--- config.mk ---
export PLATFORM = sky130hd
export DESIGN_NAME = matrix_accel_feeder
export DESIGN_NICKNAME = d
export VERILOG_FILES = /design/src/rtl/matrix_accel_feeder.sv
export SDC_FILE = /design/constraint.sdc
export NUM_CORES = 1
export LEC_CHECK = 0
export BUFFER_PORTS_ARGS = -buffer_cell sky130_fd_sc_hd__buf_2
export CORE_AREA = 3 3 274 276
export CTS_CLUSTER_DIAMETER = 50
export DETAILED_ROUTE_END_ITERATION = 10
export DIE_AREA = 0 0 277 279
export GPL_TIMING_DRIVEN = 0
export SLEW_MARGIN = 20
export SYNTH_ARGS = -nofsm -noshare
export SYNTH_HDL_FRONTEND = slang
export SYNTH_SLANG_ARGS = --single-unit
export TNS_END_PERCENT = 30
--- constraint.sdc ---
create_clock -name Clk -period 24.6 [get_ports Clk]
set_clock_uncertainty 0.2 [all_clocks]
set_input_delay 1.23 -clock Clk [delete_from_list [all_inputs] [get_ports Clk]]
set_output_delay 1.23 -clock Clk [all_outputs]
set_load 0.01 [all_outputs]
--- src/rtl/matrix_accel_feeder.sv ---
// matrix_accel_feeder: collects a serial weight/pixel stream, fires the matrix accelerator and returns its result.
// Define MATRIX_FEEDER_TIMEOUT_EN to bound the WAIT state by TIMEOUT_CYCLES.
module matrix_accel_feeder #(
    parameter int DATA_WIDTH  = 32,
    parameter int KERNEL_SIZE = 3,
    parameter int ADDR_WIDTH  = $clog2(KERNEL_SIZE**4)
`ifdef MATRIX_FEEDER_TIMEOUT_EN
    , parameter int TIMEOUT_CYCLES = 1024
`endif
) (
    input  logic                                        Clk,
    input  logic                                        Rst,
    input  logic [DATA_WIDTH-1:0]                       in_data,
    input  logic                                        in_is_weight,
    input  logic                                        in_valid,
    output logic                                        in_ready,
    input  logic [ADDR_WIDTH-1:0]                       cfg_addr,
    input  logic                                        cfg_direct,
    output logic [KERNEL_SIZE*KERNEL_SIZE*DATA_WIDTH-1:0] multiplier_out,
    output logic [KERNEL_SIZE*KERNEL_SIZE*DATA_WIDTH-1:0] multiplicand_out,
    output logic [KERNEL_SIZE*KERNEL_SIZE-1:0]          mStart,
    output logic [ADDR_WIDTH-1:0]                       AddressSelect,
    output logic                                        direct,
    input  logic [DATA_WIDTH-1:0]                       finalAccumulate,
    input  logic                                        finalReady,
    output logic [DATA_WIDTH-1:0]                       out_data,
    output logic                                        out_valid,
    input  logic                                        out_ready,
    output logic                                        out_err,
    output logic                                        weights_loaded
);
    localparam int N  = KERNEL_SIZE*KERNEL_SIZE;
    localparam int CW = $clog2(N+1);
    localparam logic [CW-1:0] N_C = CW'(N);

    typedef enum logic [1:0] {S_FILL, S_START, S_WAIT, S_OUTPUT} state_t;

    state_t                    state_q, state_d;
    logic [N*DATA_WIDTH-1:0]   w_q, w_d, p_q, p_d;
    logic [CW-1:0]             w_cnt_q, w_cnt_d, pix_cnt_q, pix_cnt_d;
    logic                      wl_q, wl_d, dir_q, dir_d, seen_q, seen_d, valid_q, valid_d;
    logic [ADDR_WIDTH-1:0]     addr_q, addr_d;
    logic [DATA_WIDTH-1:0]     data_q, data_d;
    logic                      accept;
`ifdef MATRIX_FEEDER_TIMEOUT_EN
    localparam int TW = $clog2(TIMEOUT_CYCLES) + 1;
    logic [TW-1:0]             tmo_q, tmo_d;
    logic                      err_q, err_d;
    assign out_err = err_q;
`else
    assign out_err = 1'b0;
`endif

    assign in_ready         = (state_q == S_FILL) && (in_is_weight || (pix_cnt_q < N_C));
    assign accept           = in_valid && in_ready;
    assign multiplier_out   = w_q;
    assign multiplicand_out = p_q;
    assign mStart           = {N{state_q == S_START}};
    assign AddressSelect    = addr_q;
    assign direct           = dir_q;
    assign out_data         = data_q;
    assign out_valid        = valid_q;
    assign weights_loaded   = wl_q;

    always_comb begin
        state_d   = state_q;
        w_d       = w_q;
        p_d       = p_q;
        w_cnt_d   = w_cnt_q;
        pix_cnt_d = pix_cnt_q;
        wl_d      = wl_q;
        addr_d    = addr_q;
        dir_d     = dir_q;
        seen_d    = seen_q;
        data_d    = data_q;
        valid_d   = valid_q;
`ifdef MATRIX_FEEDER_TIMEOUT_EN
        tmo_d     = tmo_q;
        err_d     = err_q;
`endif
        if (accept && in_is_weight) begin
            w_d[int'(w_cnt_q)*DATA_WIDTH +: DATA_WIDTH] = in_data;
            w_cnt_d = (w_cnt_q == N_C - CW'(1)) ? '0 : w_cnt_q + CW'(1);
            wl_d    = wl_q | (w_cnt_q == N_C - CW'(1));
        end
        if (accept && !in_is_weight) begin
            p_d[int'(pix_cnt_q)*DATA_WIDTH +: DATA_WIDTH] = in_data;
            pix_cnt_d = pix_cnt_q + CW'(1);
        end
        case (state_q)
            S_FILL: begin
                // post-update counts so the final word's own cycle triggers START
                if (pix_cnt_d == N_C && wl_d) begin
                    state_d = S_START;
                    addr_d  = cfg_addr;
                    dir_d   = cfg_direct;
                end
            end
            S_START: begin
                state_d = S_WAIT;
                seen_d  = 1'b0;
`ifdef MATRIX_FEEDER_TIMEOUT_EN
                tmo_d   = '0;
`endif
            end
            S_WAIT: begin
                // a stale high ready from the previous job must not be taken as completion
                seen_d = seen_q | ~finalReady;
                if (seen_q && finalReady) begin
                    data_d  = finalAccumulate;
                    valid_d = 1'b1;
                    state_d = S_OUTPUT;
                end
`ifdef MATRIX_FEEDER_TIMEOUT_EN
                else if (tmo_q == TW'(TIMEOUT_CYCLES - 1)) begin
                    data_d  = '0;
                    err_d   = 1'b1;
                    valid_d = 1'b1;
                    state_d = S_OUTPUT;
                end else begin
                    tmo_d = tmo_q + TW'(1);
                end
`endif
            end
            S_OUTPUT: begin
                if (out_ready) begin
                    valid_d   = 1'b0;
                    pix_cnt_d = '0;
                    state_d   = S_FILL;
`ifdef MATRIX_FEEDER_TIMEOUT_EN
                    err_d     = 1'b0;
`endif
                end
            end
            default: state_d = S_FILL;
        endcase
    end

    always_ff @(posedge Clk or posedge Rst) begin
        if (Rst) begin
            state_q   <= S_FILL;
            w_q       <= '0;
            p_q       <= '0;
            w_cnt_q   <= '0;
            pix_cnt_q <= '0;
            wl_q      <= 1'b0;
            addr_q    <= '0;
            dir_q     <= 1'b0;
            seen_q    <= 1'b0;
            data_q    <= '0;
            valid_q   <= 1'b0;
`ifdef MATRIX_FEEDER_TIMEOUT_EN
            tmo_q     <= '0;
            err_q     <= 1'b0;
`endif
        end else begin
            state_q   <= state_d;
            w_q       <= w_d;
            p_q       <= p_d;
            w_cnt_q   <= w_cnt_d;
            pix_cnt_q <= pix_cnt_d;
            wl_q      <= wl_d;
            addr_q    <= addr_d;
            dir_q     <= dir_d;
            seen_q    <= seen_d;
            data_q    <= data_d;
            valid_q   <= valid_d;
`ifdef MATRIX_FEEDER_TIMEOUT_EN
            tmo_q     <= tmo_d;
            err_q     <= err_d;
`endif
        end
    end
endmodule

==> flow_summary.toml, run 1 <==
[worst_hold_path]
hold_path_end = "multiplier_out[43]"
min_path_type = "reg -> reg"
hp-start = "multiplier_out[43]"
hold_path_depth = 2

[finish]
nFillCells = 7155
area_growth_pct = 31.0
multi_input_area_sq_mm = 0.00773
nets = 3283
seqCellArea_sq_mm = 0.0157
drive_above_1_share = 0.293

[detailed_routing]
drtPass1Iterations = 5
totalWireLength_um = 103000
via_per_inst = 5.11
postRouteAntennaNets = 0
num_vias = 21533
wl_per_cell_um = 24.4
drcViolationCount = 0
drt-initial-drc-count = 1641

[clocking]
cts_root_buf = "clkbuf_16"
htreeDepth = 3
cts_tree = "built"
cts_inserted_buffers = 79
cts_sinks = 629
clk_latency_ns = 0.61
cts_buffer_depth = 3
cts_hold_buf = 0
post_cts_resize_count = 0
postCtsSetupBuffers = 0
clk_pin_slew_ns = 0.06

[power_and_ir_drop]
power_mw = 3.14
leakage_nw = 16.2
p_per_area_mw_per_mm2 = 98.2
peakVddDrop_uv = 61.0

[critical_path]
worstReg2RegStart = "pix_cnt_q[1]"
reg2reg_slack_ns = 21.42
cp_max_fo = 6
crit_chain = "inv_1, ha_1, nand2b_1, a31oi_1, buf_2"
crit_cells = 5
cpMaxStageDelayCell = "dfrtp_1"
cp.arrival_ns = 2.05
required_ns = 23.17
reg2regPathDepth = 9
crit_type = "reg -> out"
max_stage_delay_ns = 0.41
start_kind = "flip-flop"
crit_family = "flip-flops"
r2r_end = "multiplicand_out[10]"
endpoint_kind = "output port"
worst-path-buf-inv = 2

[floorplanning]
die_w_um = 277
start_util = 0.335
die_h_um = 279
rows = 99
core_area_sq_mm = 0.0728
io_pins = 707
die_area_sq_mm = 0.0773

[timing]
finalSetupTns_ns = 0
hold_viol = 0
fmax_ghz = 0.287
tightest_slew_ns = 1.19
max_slew_margin = 0.206
final-setup-viol-count = 0
fin_crit_sh = 0.142
rsz0062_at_grt = "false"
slew_viol_final = 0
period_needed_ns = 3.48

[placed_design]
dpl.hpwl_um = 74000
numPortBuffers = 673
gp_congestion = 0.866

[logic_synthesis]
async_flop_share = 1.00
mappedNetlistNets = 2522
syn_avg_cell_area_sq_um = 10.0
yosys_warnings = 0
synth_seq_area_share = 0.645
netlist_area_sq_mm = 0.0244
synth-seq-cells = 629
synthCells = 2433
synth-edff-count = 0
ys.flop_type = "dfrtp_1"
ys_types = 48

[grt]
grt_pass1_wl_um = 149000
grt_max_degree = 103
antenna_found_initial = 6
grt_pass1_vias = 21327
grt_overflow_total = 0
grt_use_total = 0.260

[flow_run]
cap_viol_max_count = 0

[outcome]
outcome = "finished, final reports clean"
==> per-stage QoR <==
| step | worst slack, ns | cell area [sq um] | util | hold WS (ns) | instances |
|---|---|---|---|---|---|
| global placement | -2.18 | 29000 | 0.398 | 0.255 | 4065 |
| detailed placement | 20.98 | 29200 | 0.401 | 0.261 | 4072 |
| finish | 21.12 | 32000 | 0.439 | 0.272 | 4214 |
| floorplan | 5.55 | 24400 | - | 0.311 | 2433 |
| global route | 20.90 | 32000 | 0.439 | 0.288 | 4212 |
| CTS | 21.07 | 32000 | 0.439 | 0.273 | 4212 |
==> cells by family (layout without fill, tap and decap cells) <==
family	Yosys count	count (layout)	synth area share
compound gates	604	604	0.138
xor+xnor	5	5	0.00179
fa+ha+maj	11	11	0.00564
buf+inv	222	1042	0.0387
flops	629	629	0.645
mux	44	44	0.0202
other cells	1	3	0.000154
simple gates	917	917	0.151
==> final cells by class <==
cell class | instances | area share
antenna | 2 | 0.000156
buffer | 204 | 0.0284
clock buffer | 103 | 0.0690
clock inverter | 37 | 0.0177
inverter | 18 | 0.00235
multi-input combinational | 1582 | 0.242
sequential | 629 | 0.492
tap | 959 | 0.0375
timing repair buffer | 680 | 0.111
==> sequential cells by signal, summed over array words and instances (netlist names), 2 cells and up <==
register / cells
multiplicand_out: 288
w_cnt_q: 4
out_data: 32
AddressSelect: 7
state_q: 2
multiplier_out: 288
pix_cnt_q: 4
==> synth_stat cells, types with 2 or more instances <==
| master | instances | area share |
|---|---|---|
| and4_1 | 3 | 0.0011 |
| nand3b_1 | 2 | 0.00061 |
| mux2i_1 | 2 | 0.00082 |
| buf_2 | 35 | 0.0072 |
| nand2b_1 | 2 | 0.00051 |
| dfrtp_1 | 629 | 0.64 |
| mux2_2 | 42 | 0.019 |
| nor3_2 | 2 | 0.00082 |
| a21oi_4 | 2 | 0.0013 |
| ha_1 | 11 | 0.0056 |
| nand4_1 | 2 | 0.00051 |
| buf_4 | 15 | 0.0046 |
| nand2_1 | 812 | 0.12 |
| xor2_1 | 4 | 0.0014 |
| buf_1 | 9 | 0.0014 |
| inv_1 | 17 | 0.0026 |
| nand4_4 | 2 | 0.0017 |
| a21oi_1 | 13 | 0.0027 |
| nand2_4 | 2 | 0.00092 |
| and3_1 | 2 | 0.00051 |
| clkbuf_1 | 140 | 0.022 |
| o21ai_0 | 391 | 0.080 |
| nand3_1 | 57 | 0.012 |
| a211oi_4 | 2 | 0.0016 |
| nor2_1 | 11 | 0.0017 |
| nand3_4 | 2 | 0.0014 |
| o21ai_1 | 82 | 0.017 |
| o31ai_1 | 109 | 0.034 |
| nand2_2 | 3 | 0.00077 |
| nor3_1 | 6 | 0.0012 |
| a31oi_1 | 2 | 0.00051 |
| clkbuf_2 | 4 | 0.00082 |
==> worst max path at each step <==
stage	start	end	slack, ns
6_report	pix_cnt_q[0]	in_ready	21.12
5_1_grt	pix_cnt_q[0]	in_ready	20.90
4_1_cts	pix_cnt_q[0]	in_ready	21.07
3_5_place_dp	in_is_weight	multiplicand_out[10]	20.98
3_3_place_gp	Rst	out_data[6]	-2.18
2_1_floorplan	Rst	AddressSelect[0]	5.55
==> cells in the final DEF (no fill, tap or decap), types with 4 or more instances in the layout <==
cell	instances
nand3_1	57
clkinv_2	7
nand2_1	812
mux2_2	42
clkbuf_16	80
clkbuf_8	12
nor3_1	6
nor2_1	11
xor2_1	4
inv_8	6
inv_1	16
ha_1	11
buf_2	715
o31ai_1	109
buf_16	6
dfrtp_1	629
a21oi_1	13
inv_6	5
o21ai_1	82
bufinv_16	8
clkbuf_1	133
clkbuf_2	22
o21ai_0	391
buf_4	15
==> metal layers <==
metal	GRT usage	up-vias	part of all wire
li1	-	9633	-
met1	0.326	10793	0.40
met2	0.440	930	0.49
met3	0.0559	177	0.075
met4	0.101	0	0.040
met5	0	-	0
==> report_power, final <==
part	leakage, nW	internal (mW)	switching, mW
sequential	8.69	1.16	0.0788
clock	1.35	0.731	0.491
combinational	6.19	0.213	0.471
total	16.2	2.10	1.04
==> worst reg2reg max path, stage by stage (launching register included) <==
cell,delay [ns]
dfrtp_1,0.44
nor3_1,0.27
ha_1,0.38
nor2_1,0.12
and4_1,0.19
buf_2,0.20
nand3_1,0.43
clkbuf_1,0.51
nand2_1,0.18
o21ai_0,0.09
Note: power is estimated with default switching activity, not from simulation.
==> inputs of run 2 (changes only) <==
==> constraint.sdc (replaced) <==
create_clock -name Clk -period 3.4 [get_ports Clk]
set_clock_uncertainty 0.2 [all_clocks]
set_input_delay 0.17 -clock Clk [delete_from_list [all_inputs] [get_ports Clk]]
set_output_delay 0.17 -clock Clk [all_outputs]
set_load 0.01 [all_outputs]
==> run 2 against run 1 <==
Compared with the run above: utilization increased by 1.6 points; register-to-register slack got worse by 21 ns; worst setup slack got worse by 21 ns; clock-buffer cell count decreased by 1; clock power increased to 7.6 times the previous value; final area increased by 3.7%; via count increased by 2.4%; largest cell class unchanged.
==> flow_summary.toml, run 2 (synthesis results as in run 1) <==
[detailed_routing]
drt-initial-drc-count = 1670
routed.top_layer = "met4"
totalWireLength_um = 105000
num_vias = 22055
via_per_inst = 5.12
drtPass1Iterations = 5
dr_wl_met2_um = 50100
wl_per_cell_um = 24.4
dr_wl_met3_um = 8020
postRouteAntennaNets = 0
drcViolationCount = 0
met1_length_um = 41400

[placed_design]
gp_congestion = 0.864
numPortBuffers = 673
dpl.hpwl_um = 75900
place_area_sq_mm = 0.0295
placed_cells = 4087
dp_slack_ns = 0.0990

[critical_path]
required_ns = 3.65
cp.arrival_ns = 3.44
endpoint_kind = "flip-flop"
cp_max_fo = 10
reg2regPathDepth = 9
crit_type = "reg -> reg"
crit_top_cell = "clkbuf_1"
max_stage_delay_ns = 0.52
crit_chain = "buf_2, inv_1, ha_1, clkbuf_1, nor2_1, nand3_1, clkbuf_1, nand2_1, o21ai_0"
cpMaxStageDelayCell = "nand3_1"
start_kind = "flip-flop"

[clocking]
clk_pin_slew_ns = 0.06
cts_inserted_buffers = 80
htreeDepth = 3
cts_root_buf = "clkbuf_16"
clk_latency_ns = 0.63
cts_buffer_depth = 3
cts_tree = "built"
cts_sinks = 629

[finish]
final_cells = 4310
nets = 3374
final_common_cell = "nand2_1"
drive_above_1_share = 0.292
finalInstanceArea_sq_mm = 0.0332
mostFrequentLayoutCells = "nand2_1, buf_2, dfrtp_1, o21ai_0, clkbuf_1"
utilization = 0.456
area_growth_pct = 35.9

[flow_run]
cap_viol_max_count = 0

[floorplanning]
die_w_um = 277
start_util = 0.335
io_pins = 707
die_h_um = 279
rows = 99
core_area_sq_mm = 0.0728
die_area_sq_mm = 0.0773

[grt]
antenna_found_initial = 5
grt_use_total = 0.266
grt_pass1_wl_um = 153000
grt_max_degree = 35
grt_overflow_total = 0
grt_pass1_vias = 22080

[timing]
period_needed_ns = 3.19
layout_setup_ws_ns = 0.215
fin_crit_sh = 0.937
final-setup-viol-count = 0
slew_viol_final = 0
finalSetupTns_ns = 0
hold_viol = 0
tightest_slew_ns = 0.844
hold_ws_ns = 0.0248
fmax_ghz = 0.314
max_slew_margin = 0.437
rsz0062_at_grt = "false"

[outcome]
outcome = "finished, final reports clean"

[power_and_ir_drop]
p_per_area_mw_per_mm2 = 704
leakage_nw = 16.7
power_mw = 23.4
peakVddDrop_uv = 464

[worst_hold_path]
min_path_type = "in -> reg"
hold_path_depth = 3
## run 2: timing repair
item,CTS,global route
buffers inserted,0,1
endpoints found under the hold margin,410,2
hold buffers,73,1
gates resized for setup,0,7
setup endpoints to repair,0,41
## run 2: power by group
part	switching, mW	leakage [nW]	internal, mW
clock network	3.57	1.42	5.77
registers	0.542	8.69	8.38
logic	3.47	6.64	1.66
## run 2: routing by layer
layer  track usage  vias to the layer above
met2         0.440                      954
met5             0                        -
li1              -                     9827
met1         0.328                    11065
met4         0.126                        0
met3        0.0649                      209
## run 2: worst paths after layout
| kind | from | end | slack, ns |
|---|---|---|---|
| worst max-delay path | w_cnt_q[0] | multiplier_out[123] | 0.21 |
| worst min-delay path | in_data[7] | multiplicand_out[199] | 0.02 |
| worst max register to register | w_cnt_q[0] | multiplier_out[123] | 0.21 |
| worst min register to register | multiplier_out[49] | multiplier_out[49] | 0.27 |
| max in group asynchronous | Rst | multiplicand_out[157] | 0.66 |
| min in group asynchronous | Rst | multiplier_out[174] | 0.54 |
## run 2: worst max-delay path: cells and delay by family, from the launching register on
family	cells	cell delay (ns)
compound gates	1	0.11
simple gates	3	0.95
buf+inv	4	1.11
flops	1	0.35
fa+ha+maj	1	0.30
## run 2: area by class of cell
type	count	area, sq um
Inverter	18	71.3
Clock buffer	102	2170
Clock inverter	43	758
Timing Repair Buffer	770	4580
Tap cell	959	1200
Buffer	204	913
Multi-Input combinational cell	1582	7740
Antenna cell	3	7.51
Fill cell	7039	39700
Sequential cell	629	15700
